--- src/rtl/updown_counter_param_fd.sv ---
// Parametrised up/down counter clocked from a single board clock.
// An internal prescaler produces a one-cycle step strobe every PRESCALE
// clocks, so no divided clock is created. The counter loads, clears, and
// counts up or down, with wrap or saturate at its limits. Tc flags a count
// step taken at a limit, which lets a following counter stage chain from it.
module updown_counter_param_fd #(
  parameter int WIDTH    = 4,
  parameter int PRESCALE = 2**24,
  parameter int MAX_VAL  = 2**WIDTH-1,
  parameter bit SAT      = 1'b0
) (
  input  logic             Clk,
  input  logic             Rst_n,
  input  logic [WIDTH-1:0] In,
  input  logic             S,
  input  logic             C,
  input  logic             En,
  input  logic             F,
  output logic [WIDTH-1:0] Out,
  output logic             Tick,
  output logic             Tc
);

  // The prescaler needs at least one bit, even when PRESCALE is 1.
  localparam int               PW    = (PRESCALE > 1) ? $clog2(PRESCALE) : 1;
  localparam logic [PW-1:0]    PLAST = PW'(PRESCALE - 1);
  localparam logic [WIDTH-1:0] MAXV  = WIDTH'(MAX_VAL);

  logic [PW-1:0]    pcnt;
  logic             step;
  logic             at_limit;
  logic [WIDTH-1:0] out_next;
  logic             tc_next;

  // A step edge is the last prescaler phase. With PRESCALE=1 this is always true.
  assign step = (pcnt == PLAST);

  // Free-running prescaler. Only reset restarts it; load and clear do not.
  always_ff @(posedge Clk) begin
    if (!Rst_n)
      pcnt <= '0;
    else if (step)
      pcnt <= '0;
    else
      pcnt <= pcnt + PW'(1);
  end

  // Next counter value: load > clear > gated count step > hold.
  always_comb begin
    out_next = Out;
    tc_next  = 1'b0;
    at_limit = F ? (Out == MAXV) : (Out == '0);
    if (S) begin
      // Clamp the load so that Out never exceeds MAX_VAL.
      out_next = (In > MAXV) ? MAXV : In;
    end else if (C) begin
      out_next = '0;
    end else if (step && En) begin
      tc_next = at_limit;
      if (F) begin
        if (at_limit)
          out_next = SAT ? Out : '0;
        else
          out_next = Out + WIDTH'(1);
      end else begin
        if (at_limit)
          out_next = SAT ? Out : MAXV;
        else
          out_next = Out - WIDTH'(1);
      end
    end
  end

  // Output registers. Out, Tick and Tc all update on the same edge.
  always_ff @(posedge Clk) begin
    if (!Rst_n) begin
      Out  <= '0;
      Tick <= 1'b0;
      Tc   <= 1'b0;
    end else begin
      Out  <= out_next;
      Tick <= step;
      Tc   <= tc_next;
    end
  end

endmodule

--- config.mk ---
export PLATFORM = sky130hd
export DESIGN_NAME = updown_counter_param_fd
export DESIGN_NICKNAME = d
export VERILOG_FILES = /design/src/rtl/updown_counter_param_fd.sv
export SDC_FILE = /design/constraint.sdc
export NUM_CORES = 1
export LEC_CHECK = 0
export BUFFER_PORTS_ARGS = -buffer_cell sky130_fd_sc_hd__buf_4
export CAP_MARGIN = 20
export CORE_MARGIN = 2
export CORE_UTILIZATION = 40
export DETAILED_ROUTE_END_ITERATION = 12
export SETUP_SLACK_MARGIN = 0.1
export SKIP_CTS_REPAIR_TIMING = 1
export SLEW_MARGIN = 0
export SYNTH_ARGS = -nofsm -noshare
export SYNTH_HDL_FRONTEND = slang
export SYNTH_SLANG_ARGS = --single-unit
--- constraint.sdc ---
create_clock -name Clk -period 2.4 [get_ports Clk]
set_input_delay 0.36 -clock Clk [delete_from_list [all_inputs] [get_ports Clk]]
set_output_delay 0.36 -clock Clk [all_outputs]
set_load 0.02 [all_outputs]
Yosys cells after proc, flatten, opt, wreduce, memory -nomap -nowiden
Index checks and enable logic that the tools add are counted.

Flip-flop bits (word level): 30. Input bits: 10. Output and inout bits: 6. Word-level logic and storage cells: 25.

Add/sub/neg operators: 3. $lt $le $gt $ge: 1. Equality and inequality tests: 2. Muxes and demuxes: 8. Bitwise logic cells: 2. Reductions and logical operators: 5.

Operator list (number): 4-bit two-way mux (7); 24-bit by 1-bit adder with 24-bit output, second input constant (1); 24-bit == test, second input constant (1); 4-bit by 1-bit adder with 4-bit output, second input constant (1); 4-bit == test, second input constant (1); 4-bit greater-than comparator, second input constant (1); 4-bit zero test (1); 4-bit OR reduction (1); 4-bit by 1-bit subtractor with 4-bit output, second input constant (1); 3-bit nonzero test (1); 1-bit NOT (2); 2-bit OR reduction (1); 1-bit logical AND (1); 1-bit two-way mux (1).

Logic depth before layout (Yosys ltp)
Gate-level depths: netlist of run 1.

Word-level depth: 7. Mapped depth: 7. Depth with buffers taken out: 6.

Worst setup path before layout of run 1
No wires, ideal clock.

Path kind: reg-to-reg. Start point: reg pcnt[9]. End point: reg pcnt[12]. Setup time: 0.115 ns. Data arrival time: 1.761 ns. Required time: 2.285 ns. Path slack: 0.524 ns. Stages on the path, launching flop included: 7. Buffers on the path: 2. Clock period less this slack: 1.876 ns. Cells stage by stage: dfxtp_1 -> nand3_2 -> or4_1 -> clkbuf_2 -> o31ai_4 -> buf_6 -> nor2_1.

Word-level cells in the longest chain between the ends: 2. Elaborated cells on any way between the ends: 3. Those cells by class: add/sub: 1; eq/ne: 1; reduce/logical: 1.

RTL lines: from (decl) (line 29) `logic [PW-1:0] pcnt;`; from (signal assigned) (line 45) `pcnt <= pcnt + PW'(1);`; parallel branches: the longest is 2 deep, another holds 24-bit by 1-bit adder with 24-bit output.

Parallel ways; which one is timed is not known. A chain may end at the register's enable or synchronous reset.

Final worst setup path of run 1
Start point: reg pcnt[9]. End point: reg Tc.

Word-level cells in the longest chain between the ends: 4.

RTL lines: 24-bit == test (line 36) `assign step = (pcnt == PLAST);`; 1-bit logical AND (line 58) `end else if (step && En) begin`; 1-bit NOT (no line); 4-bit OR reduction (no line); to (signal assigned) (line 83) `Tc <= tc_next;`; to (decl) (line 21) `output logic Tc`.

Every way passes these cells.

==> results of run 1 <==
[flip-flops by register name, summed over array words and instances (netlist names)]
name  count
Tick      1
Out       4
pcnt     24
Tc        1
[power groups by stage]
| stage | Combinational (W) | Clock [W] | Sequential [W] |
|---|---|---|---|
| after global placement | 0.0000873 | 0 | 0.000531 |
| after floorplan | 0.0000514 | 0 | 0.000535 |
| after CTS | 0.0000917 | 0.000435 | 0.000521 |
| after global routing | 0.000102 | 0.000453 | 0.000523 |
| final | 0.0000918 | 0.000422 | 0.000521 |
| after detailed placement | 0.0000912 | 0 | 0.000532 |
[per-layer routing]
metal,global-route usage,wire [µm]
met5,0,0
met4,0.0842,51
met3,0.0456,141
met2,0.286,1690
met1,0.220,1660
[through the flow]
step           instances  instance area, µm²
6_report             256                1830
5_1_grt              256                1830
4_1_cts              256                1830
3_5_place_dp         248                1740
3_3_place_gp         248                1740
2_1_floorplan        188                1570
[cells in the mapped netlist, drive strengths merged]
library cell and n:
nand4 6, or2 1, a21oi 10, a221oi 1, clkbuf 5, a211o 1
o311a 1, buf 1, nand2 22, mux2 2, or4 3, o2111a 1
a21o 1, and4b 1, a211oi 1, nor4b 1, and3 2, ha 3
or4b 1, and2 5, o311ai 1, xor2 8, nor2 21, dfxtp 30
o31ai 3, mux2i 4, nand3 11, inv 8, o221ai 1, and4 4
a41oi 1, o21ai 8, nor4 4, or3 6, xnor2 5, nand2b 4
[cells in the final DEF (no fill, tap or decap), drive strengths merged, types with 5 or more instances in the layout]
cell type,instances
nand3,11
and2,5
nand2,22
a21oi,10
or3,6
buf,18
nor2,21
dfxtp,30
xnor2,5
xor2,8
inv,8
clkbuf,6
nand4,6
o21ai,8
[worst paths after layout]
check / startpoint / end / slack (ns) / depth (start not counted)
worst min register to register: pcnt[0] / pcnt[0] / 0.47 / 1
worst max register to register: pcnt[9] / Tc / 0.43 / 4
worst min-delay path: En / Tc / 0.37 / 2
worst max-delay path: pcnt[9] / Tc / 0.43 / 4
[cell type report]
type	count	area, µm²	share of cell area
multi-input cells	144	910	0.497
inverters	8	30.0	0.0164
clock inverters	2	12.5	0.00684
repair buffers	18	135	0.0738
clock buffers	6	82.6	0.0451
flip-flops and latches	30	601	0.328
well taps	48	60.1	0.0328
[critical path, stage by stage, from the launching register on]
cell and delay [ns]:
dfxtp_1 0.42, nand3_2 0.15, or4_1 0.69, nor4_1 0.42, o2111a_1 0.24
[kinds of logic (layout without fill, tap and decap cells)]
kind of cell    after synthesis  count (layout)  share of synthesized area
flops                        30              30                      0.382
xor+xnor                     13              13                     0.0725
mux                           6               6                     0.0398
simple gates                 92              92                      0.311
buf+inv                      14              34                     0.0390
fa+ha+maj                     3               3                     0.0239
compound gates               30              30                      0.131
==> results.json, run 1 <==
{
  "status": "finished clean",
  "p_clk_frac": 0.408,
  "seq_power_share": 0.503,
  "layout-drive-gt1-share": 0.159,
  "finalPower_w": 0.00104,
  "ys_top_cells_by_area": "dfxtp_1 (38%), nand2_1 (5.3%), nor2_1 (5.0%), xor2_1 (4.5%), a21oi_1 (3.2%)",
  "vdd_drop_max_uv": 348,
  "synth_warnings": 0,
  "ys_seq_area_frac": 0.382,
  "cts_sinks": 30,
  "swShare": 0.245,
  "ys_seq_elements": 30,
  "die_h_um": 66.7,
  "gp_congestion": 0.802,
  "fin_ws_ns": 0.432,
  "clk_path_buf_depth": 2,
  "timing.final.crit_share": 0.820,
  "hold_violations": 0,
  "finalSetupTns_ns": 0,
  "grt_use_total": 0.178,
  "row_count": 22,
  "viasPerCell": 5.48,
  "rsz0062_at_grt": "no",
  "die_area_um2": 4450,
  "finalCriticalPeriod_ns": 1.97,
  "ys_types": 40,
  "die_w_um": 66.7,
  "critPathKind": "flip-flop to flip-flop",
  "placeableCoreArea_um2": 3720,
  "cts-buffers-inserted": 5,
  "max_freq_mhz": 508,
  "crit_arrival_ns": 2.19,
  "grt_pass1_wl_mm": 5.88,
  "grt_pass1_vias": 1295,
  "required_ns": 2.62,
  "n_antenna_cell": 0,
  "drt-pass1-iter-count": 4,
  "n_fill_cell": 370,
  "finish.utilization": 0.493,
  "grt_max_degree": 13,
  "place_hpwl_mm": 2.58,
  "finalSetupViolCount": 0,
  "p_switching_w": 0.000254,
  "p_int_w": 0.000782,
  "wirelength_mm": 3.54,
  "start_util": 0.423,
  "path_max_fanout": 7,
  "grt_overflow": 0,
  "avgSynthCellArea_um2": 8.36,
  "antenna_found_initial": 0,
  "cts_tree": "yes",
  "clock_latency_ns": 0.28,
  "first_iter_violations": 82,
  "cts-root-buf": "clkbuf_8",
  "p_comb_frac": 0.089,
  "setup.worst_path.end_class": "flip-flop",
  "syn-instance-count": 188,
  "ios": 16,
  "drv_cap": 0,
  "drc": 0,
  "fin_nets": 220,
  "synth_top_area_frac": 0.382,
  "start_kind": "flip-flop",
  "worst_slew_pin_slew_ns": 0.420,
  "area_growth_pct": 16.5,
  "ant_nets": 0,
  "port_buffers": 15,
  "p_leak_nw": 0.672,
  "hold-worst-slack_ns": 0.367,
  "syn-cell-area_um2": 1570,
  "wl_per_cell_um": 13.8,
  "hp-class": "input pin to flip-flop",
  "dp_slack_ns": 0.461,
  "syn_nets": 201,
  "power_density_nw_per_um2": 566,
  "synth.largest_area_cell": "dfxtp_1",
  "h-tree-depth": 2,
  "path_clk_slew_ns": 0.06,
  "slew_headroom": 0.716,
  "num_vias": 1402,
  "drv_slew": 0,
  "skew_ns": 0.00792
}
No activity file was read; power rests on OpenSTA's default activity.
==> run 2, diff against run 1 <==
ABC_AREA = 1   (was unset)
clock period = 1.9 ns   (was 2.4 ns; I/O delays follow)
==> run 2 against run 1 <==
Area after synthesis is 9.0% higher; critical path depth grew 5; critical endpoint is now pcnt[8]; setup slack worse by 0.11 ns; critical path type unchanged; clock-buffer cell count grew 2; largest cell class unchanged; fmax grew 25%; synthesized cell count grew 33%; design area rose by 7.5%; final cell count increased by 25%.
==> results.json, run 2 <==
{
  "status": "finished clean",
  "worst_slew_pin_slew_ns": 0.459,
  "clock_latency_ns": 0.28,
  "rr_endpoint": "pcnt[8]",
  "grt_use_total": 0.154,
  "finish.utilization": 0.485,
  "critPathKind": "flip-flop to flip-flop",
  "port_buffers": 15,
  "grt_max_degree": 25,
  "hold_depth": 3,
  "reg2reg_from": "pcnt[0]",
  "p_int_w": 0.00106,
  "slowest_stage": "dfxtp_2",
  "multi_input_comb_area_um2": 983,
  "drv_cap": 0,
  "ys_top_cells_by_area": "dfxtp_1 (35%), nand2_1 (13%), nor2_1 (10%), inv_1 (5.3%), a21oi_1 (3.5%)",
  "finalPower_w": 0.00138,
  "seq_power_share": 0.478,
  "layout.cells.most_common": "nand2_1",
  "hold_violations": 0,
  "finalCriticalPeriod_ns": 1.58,
  "slew_headroom": 0.693,
  "worstPathCellList": "ha_1 > nand2_2 > nor2_4 > nand2_2 > nor2_4 > nand2_2 > nand2_8 > a21oi_1 > o21a_1",
  "required_ns": 2.07,
  "layout-drive-gt1-share": 0.159,
  "finalSetupTns_ns": 0,
  "timing.final.crit_share": 0.830,
  "p_switching_w": 0.000324,
  "n_fill_cell": 415,
  "grt_pass1_vias": 1356,
  "synth_warnings": 0,
  "die_area_um2": 4820,
  "ys_seq_elements": 30,
  "skew_ns": 0.0112,
  "crit_buf_inv": 0,
  "rrSetupSlack_ns": 0.32,
  "crit_arrival_ns": 1.75,
  "cts_sinks": 30,
  "die_w_um": 69.4,
  "cts-buffers-inserted": 5,
  "dpl_cell_area_um2": 1860,
  "max_freq_mhz": 634,
  "p_leak_nw": 0.797,
  "row_count": 23,
  "final_cell_mix": "nand2_1 (61), nor2_1 (47), dfxtp_1 (29), inv_1 (24), buf_4 (15)",
  "first_iter_violations": 114,
  "synth.most_common_cell": "nand2_1",
  "syn_nets": 263,
  "largest_register": "pcnt",
  "syn-cell-area_um2": 1710,
  "swShare": 0.235,
  "path_clk_slew_ns": 0.07,
  "cts-root-buf": "clkbuf_8",
  "finalSetupViolCount": 0,
  "critical_path.most_common_cell": "nand2_2",
  "top_regs": "pcnt x24, Out x4",
  "p_clk_frac": 0.434,
  "synth.largest_area_cell": "dfxtp_1",
  "vdd_drop_max_uv": 305,
  "ant_nets": 0,
  "clk_path_buf_depth": 2,
  "register_area_um2": 602,
  "hp-class": "input pin to flip-flop",
  "power_density_nw_per_um2": 703,
  "die_h_um": 69.4,
  "synth_flop_cell": "dfxtp_1",
  "synth-edff-count": 0,
  "largest_reg_flops": 24,
  "viasPerCell": 4.67,
  "num_vias": 1495,
  "syn-instance-count": 250,
  "avgSynthCellArea_um2": 6.85,
  "ys_async_sr_fraction": 0,
  "grt_pass1_wl_mm": 6.00,
  "placeableCoreArea_um2": 4060,
  "ys_seq_area_frac": 0.351,
  "worst_hold_path.endpoint": "Tc",
  "h-tree-depth": 2,
  "setup.worst_path.end_class": "flip-flop",
  "start_util": 0.422,
  "path_max_fanout": 24,
  "min_from": "En",
  "antenna_found_initial": 0,
  "wirelength_mm": 3.48,
  "drv_slew": 0,
  "drt-pass1-iter-count": 4,
  "reg2reg_depth": 9,
  "n_antenna_cell": 0,
  "ys_types": 33,
  "grt_overflow": 0,
  "crit_family": "simple AND/OR/NAND/NOR gates",
  "drc": 0,
  "fin_nets": 282,
  "final_area_um2": 1970,
  "synth_common_cells": "nand2_1 (61), nor2_1 (47), dfxtp_1 (30)",
  "p_comb_frac": 0.088,
  "place_hpwl_mm": 2.73,
  "area_growth_pct": 14.9,
  "cts_tree": "yes",
  "wl_per_cell_um": 10.9,
  "cpPeakStageDelay_ns": 0.37,
  "synth_top_area_frac": 0.351,
  "rsz0062_at_grt": "no",
  "gp_congestion": 0.769,
  "ios": 16,
  "start_kind": "flip-flop"
}
## run 2: changes by cell type in the layout (fill, tap and decap cells not counted), sizes merged, moves of 4 or more
cell	change
nand2b	-4
or3	-5
inv	+18
and4	-4
mux2i	-4
nand2	+46
nand3b	+5
nor3	+4
nor2	+31
and2	-4
nor4	-4
## run 2: worst reg2reg max path: stages (launching register included)
cell and delay [ns]:
dfxtp_2 0.37, ha_1 0.19, nand2_2 0.08, nor2_4 0.14, nand2_2 0.10, nor2_4 0.16
nand2_2 0.10, nand2_8 0.16, a21oi_1 0.06, o21a_1 0.10
## run 2: cells by family (layout without fill, tap and decap cells)
group	after synthesis	after routing	share of synthesized area
adders and majority gates	3	3	0.0219
DFF	30	30	0.351
AOI/OAI and AO/OA	23	23	0.0723
and+or+nand+nor	155	155	0.429
xor gates and xnor gates	10	10	0.0511
buffers and inverters	29	49	0.0752
## run 2: routing by layer
metal | up-vias | routed length, µm | global-route usage
li1 | 832 | - | -
met1 | 643 | 1760 | 0.201
met2 | 15 | 1600 | 0.240
met3 | 5 | 78 | 0.0363
met4 | 0 | 46 | 0.0675
met5 | - | 0 | 0
## run 2: power groups by stage
stage	Combinational, W	Sequential (W)	Clock (W)
final	0.000122	0.000661	0.000600
after global routing	0.000140	0.000663	0.000638
after CTS	0.000123	0.000660	0.000613
after detailed placement	0.000122	0.000674	0
after global placement	0.000122	0.000675	0
after floorplan	0.0000790	0.000676	0
## run 2: worst max path at each step
stage / start / endpoint / slack (ns) / depth (start not counted)
3_5_place_dp: pcnt[0] / pcnt[8] / 0.26 / 9
3_3_place_gp: pcnt[0] / pcnt[8] / 0.30 / 9
5_1_grt: pcnt[1] / Out[0] / 0.14 / 10
6_report: pcnt[0] / pcnt[8] / 0.32 / 9
2_1_floorplan: Out[0] / Out[3] / 0.43 / 11
4_1_cts: pcnt[0] / pcnt[8] / 0.24 / 9
## run 2: metrics by stage
step / worst slack, ns / hold WS (ns) / std cells
after global routing: 0.141 / 0.276 / 320
after CTS: 0.242 / 0.270 / 320
after detailed placement: 0.256 / 0.473 / 312
final: 0.323 / 0.271 / 320
after floorplan: 0.434 / 0.411 / 250
after global placement: 0.297 / 0.472 / 312
## run 2: cell type report
cell class / instances / share of cell area
inverters: 26 / 0.0496
flip-flops and latches: 30 / 0.306
clock buffers: 8 / 0.0559
multi-input cells: 191 / 0.500
repair buffers: 15 / 0.0572
well taps: 50 / 0.0318
==> run 3, diff against run 2 <==
ABC_AREA = 0   (was 1)
clock period = 1.6 ns   (was 1.9 ns; I/O delays follow)
==> run 3 against run 2 <==
The run now ends with negative setup slack left; die area decreased by 7.8%; sequential share of layout area is 4.5 points lower; clock skew down 0.0019 ns; critical path depth fell by 3; via count up 11%; clock power rose by 3%; clock-buffer cell count shrank 1; setup slack got worse by 0.42 ns; critical path type unchanged; critical endpoint is now pcnt[4]; largest cell class unchanged; highest routed layer unchanged.
==> results.json, run 3 (synthesized netlist as in run 1, its figures left out) <==
{
  "path_clk_slew_ns": 0.06,
  "drt-pass1-iter-count": 4,
  "path_max_fanout": 7,
  "placeableCoreArea_um2": 3720,
  "startpoint": "pcnt[12]",
  "crit_buf_inv": 2,
  "layout.cells.most_common": "buf_4",
  "min_from": "En",
  "grt_pass1_vias": 1532,
  "cts_tree": "yes",
  "grt_use_total": 0.206,
  "cpPeakStageDelay_ns": 0.59,
  "setup.worst_path.end_class": "flip-flop",
  "drv_slew": 0,
  "wl_per_cell_um": 14.6,
  "n_antenna_cell": 0,
  "finalSetupTns_ns": -1.32,
  "grt_max_degree": 13,
  "hp-class": "input pin to flip-flop",
  "start_util": 0.423,
  "die_h_um": 66.7,
  "cts-root-buf": "clkbuf_8",
  "rsz0062_at_grt": "yes",
  "crit_arrival_ns": 1.86,
  "die_area_um2": 4450,
  "port_buffers": 15,
  "die_w_um": 66.7,
  "skew_ns": 0.00928,
  "ios": 16,
  "vdd_drop_max_uv": 497,
  "clk_path_buf_depth": 2,
  "top_regs": "pcnt x24, Out x4",
  "grt_pass1_wl_mm": 6.85,
  "slowest_stage": "or4_4",
  "timing.final.crit_share": 1.06,
  "reg2reg_depth": 6,
  "final_cell_mix": "buf_4 (57), nand2_1 (22), dfxtp_1 (20), nor2_1 (16)",
  "antenna_found_initial": 0,
  "layout-drive-gt1-share": 0.449,
  "largest_register": "pcnt",
  "rr_endpoint": "pcnt[4]",
  "power_density_nw_per_um2": 690,
  "final_area_um2": 2360,
  "first_iter_violations": 76,
  "drc": 0,
  "endpoint": "pcnt[4]",
  "worst_slew_pin_slew_ns": 0.377,
  "finalSetupViolCount": 20,
  "start_kind": "flip-flop",
  "fin_ws_ns": -0.0924,
  "area_growth_pct": 50.1,
  "drv_cap": 0,
  "rrSetupSlack_ns": -0.09,
  "worstPathCellList": "nand3_2 > or4_4 > o31ai_4 > buf_4 > buf_6 > nor2_1",
  "reg2reg_from": "pcnt[12]",
  "viasPerCell": 5.47,
  "n_fill_cell": 322,
  "fin_nets": 266,
  "ant_nets": 0,
  "max_freq_mhz": 591,
  "status": "finished with violations",
  "h-tree-depth": 2,
  "num_vias": 1652,
  "cts-buffers-inserted": 5,
  "violations": "negative setup slack",
  "required_ns": 1.77,
  "clock_latency_ns": 0.28,
  "critPathKind": "flip-flop to flip-flop",
  "cp_num_cells": 6,
  "finalCriticalPeriod_ns": 1.69,
  "wirelength_mm": 4.42,
  "dpl_cell_area_um2": 2020,
  "place_hpwl_mm": 3.14,
  "cts_sinks": 30,
  "crit_family": "simple AND/OR/NAND/NOR gates",
  "slew_headroom": 0.747,
  "hold_violations": 0,
  "gp_congestion": 0.867,
  "largest_reg_flops": 24,
  "row_count": 22,
  "grt_overflow": 0,
  "p_leak_nw": 0.957
}
==> run 3: area by class of cell <==
cell class | count | area (µm²) | area share
sequential | 30 | 616 | 0.261
timing repair buffer | 64 | 507 | 0.215
multi-input combinational | 144 | 1050 | 0.446
clock inverter | 1 | 5.00 | 0.00212
tap | 48 | 60.1 | 0.0255
inverter | 8 | 32.5 | 0.0138
clock buffer | 7 | 86.3 | 0.0366
==> run 3: how the worst min path moves through the flow <==
stage / to / slack [ns] / cells after the start
finish: Tc / 0.24 / 2
global route: Tc / 0.23 / 2
CTS: Tc / 0.23 / 2
detailed placement: pcnt[22] / 0.49 / 2
global placement: pcnt[22] / 0.46 / 2
floorplan: Tc / 0.40 / 1
==> run 3: through the flow <==
step           utilization  hold WS [ns]  std cells  total power, W  setup slack (ns)
2_1_floorplan            -         0.402        188        0.000882            -0.169
6_report             0.635         0.244        302         0.00163           -0.0924
4_1_cts              0.569         0.233        291         0.00158            -0.188
3_3_place_gp         0.545         0.460        283        0.000954           -0.0843
5_1_grt              0.635         0.228        302         0.00171            -0.139
3_5_place_dp         0.545         0.487        283        0.000965            -0.175
==> run 3: metal layers <==
| layer | part of all wire | global-route usage | vias up |
|---|---|---|---|
| met5 | 0 | 0 | - |
| met4 | 0.017 | 0.0740 | 0 |
| met3 | 0.056 | 0.0574 | 11 |
| met2 | 0.50 | 0.340 | 43 |
| met1 | 0.42 | 0.256 | 796 |
| li1 | - | - | 802 |
==> run 3: where the power goes <==
| group | internal (W) | switching (W) |
|---|---|---|
| Clock | 0.000346 | 0.000271 |
| Sequential | 0.000762 | 0.0000105 |
| Combinational | 0.000123 | 0.000117 |
| Total | 0.00123 | 0.000398 |
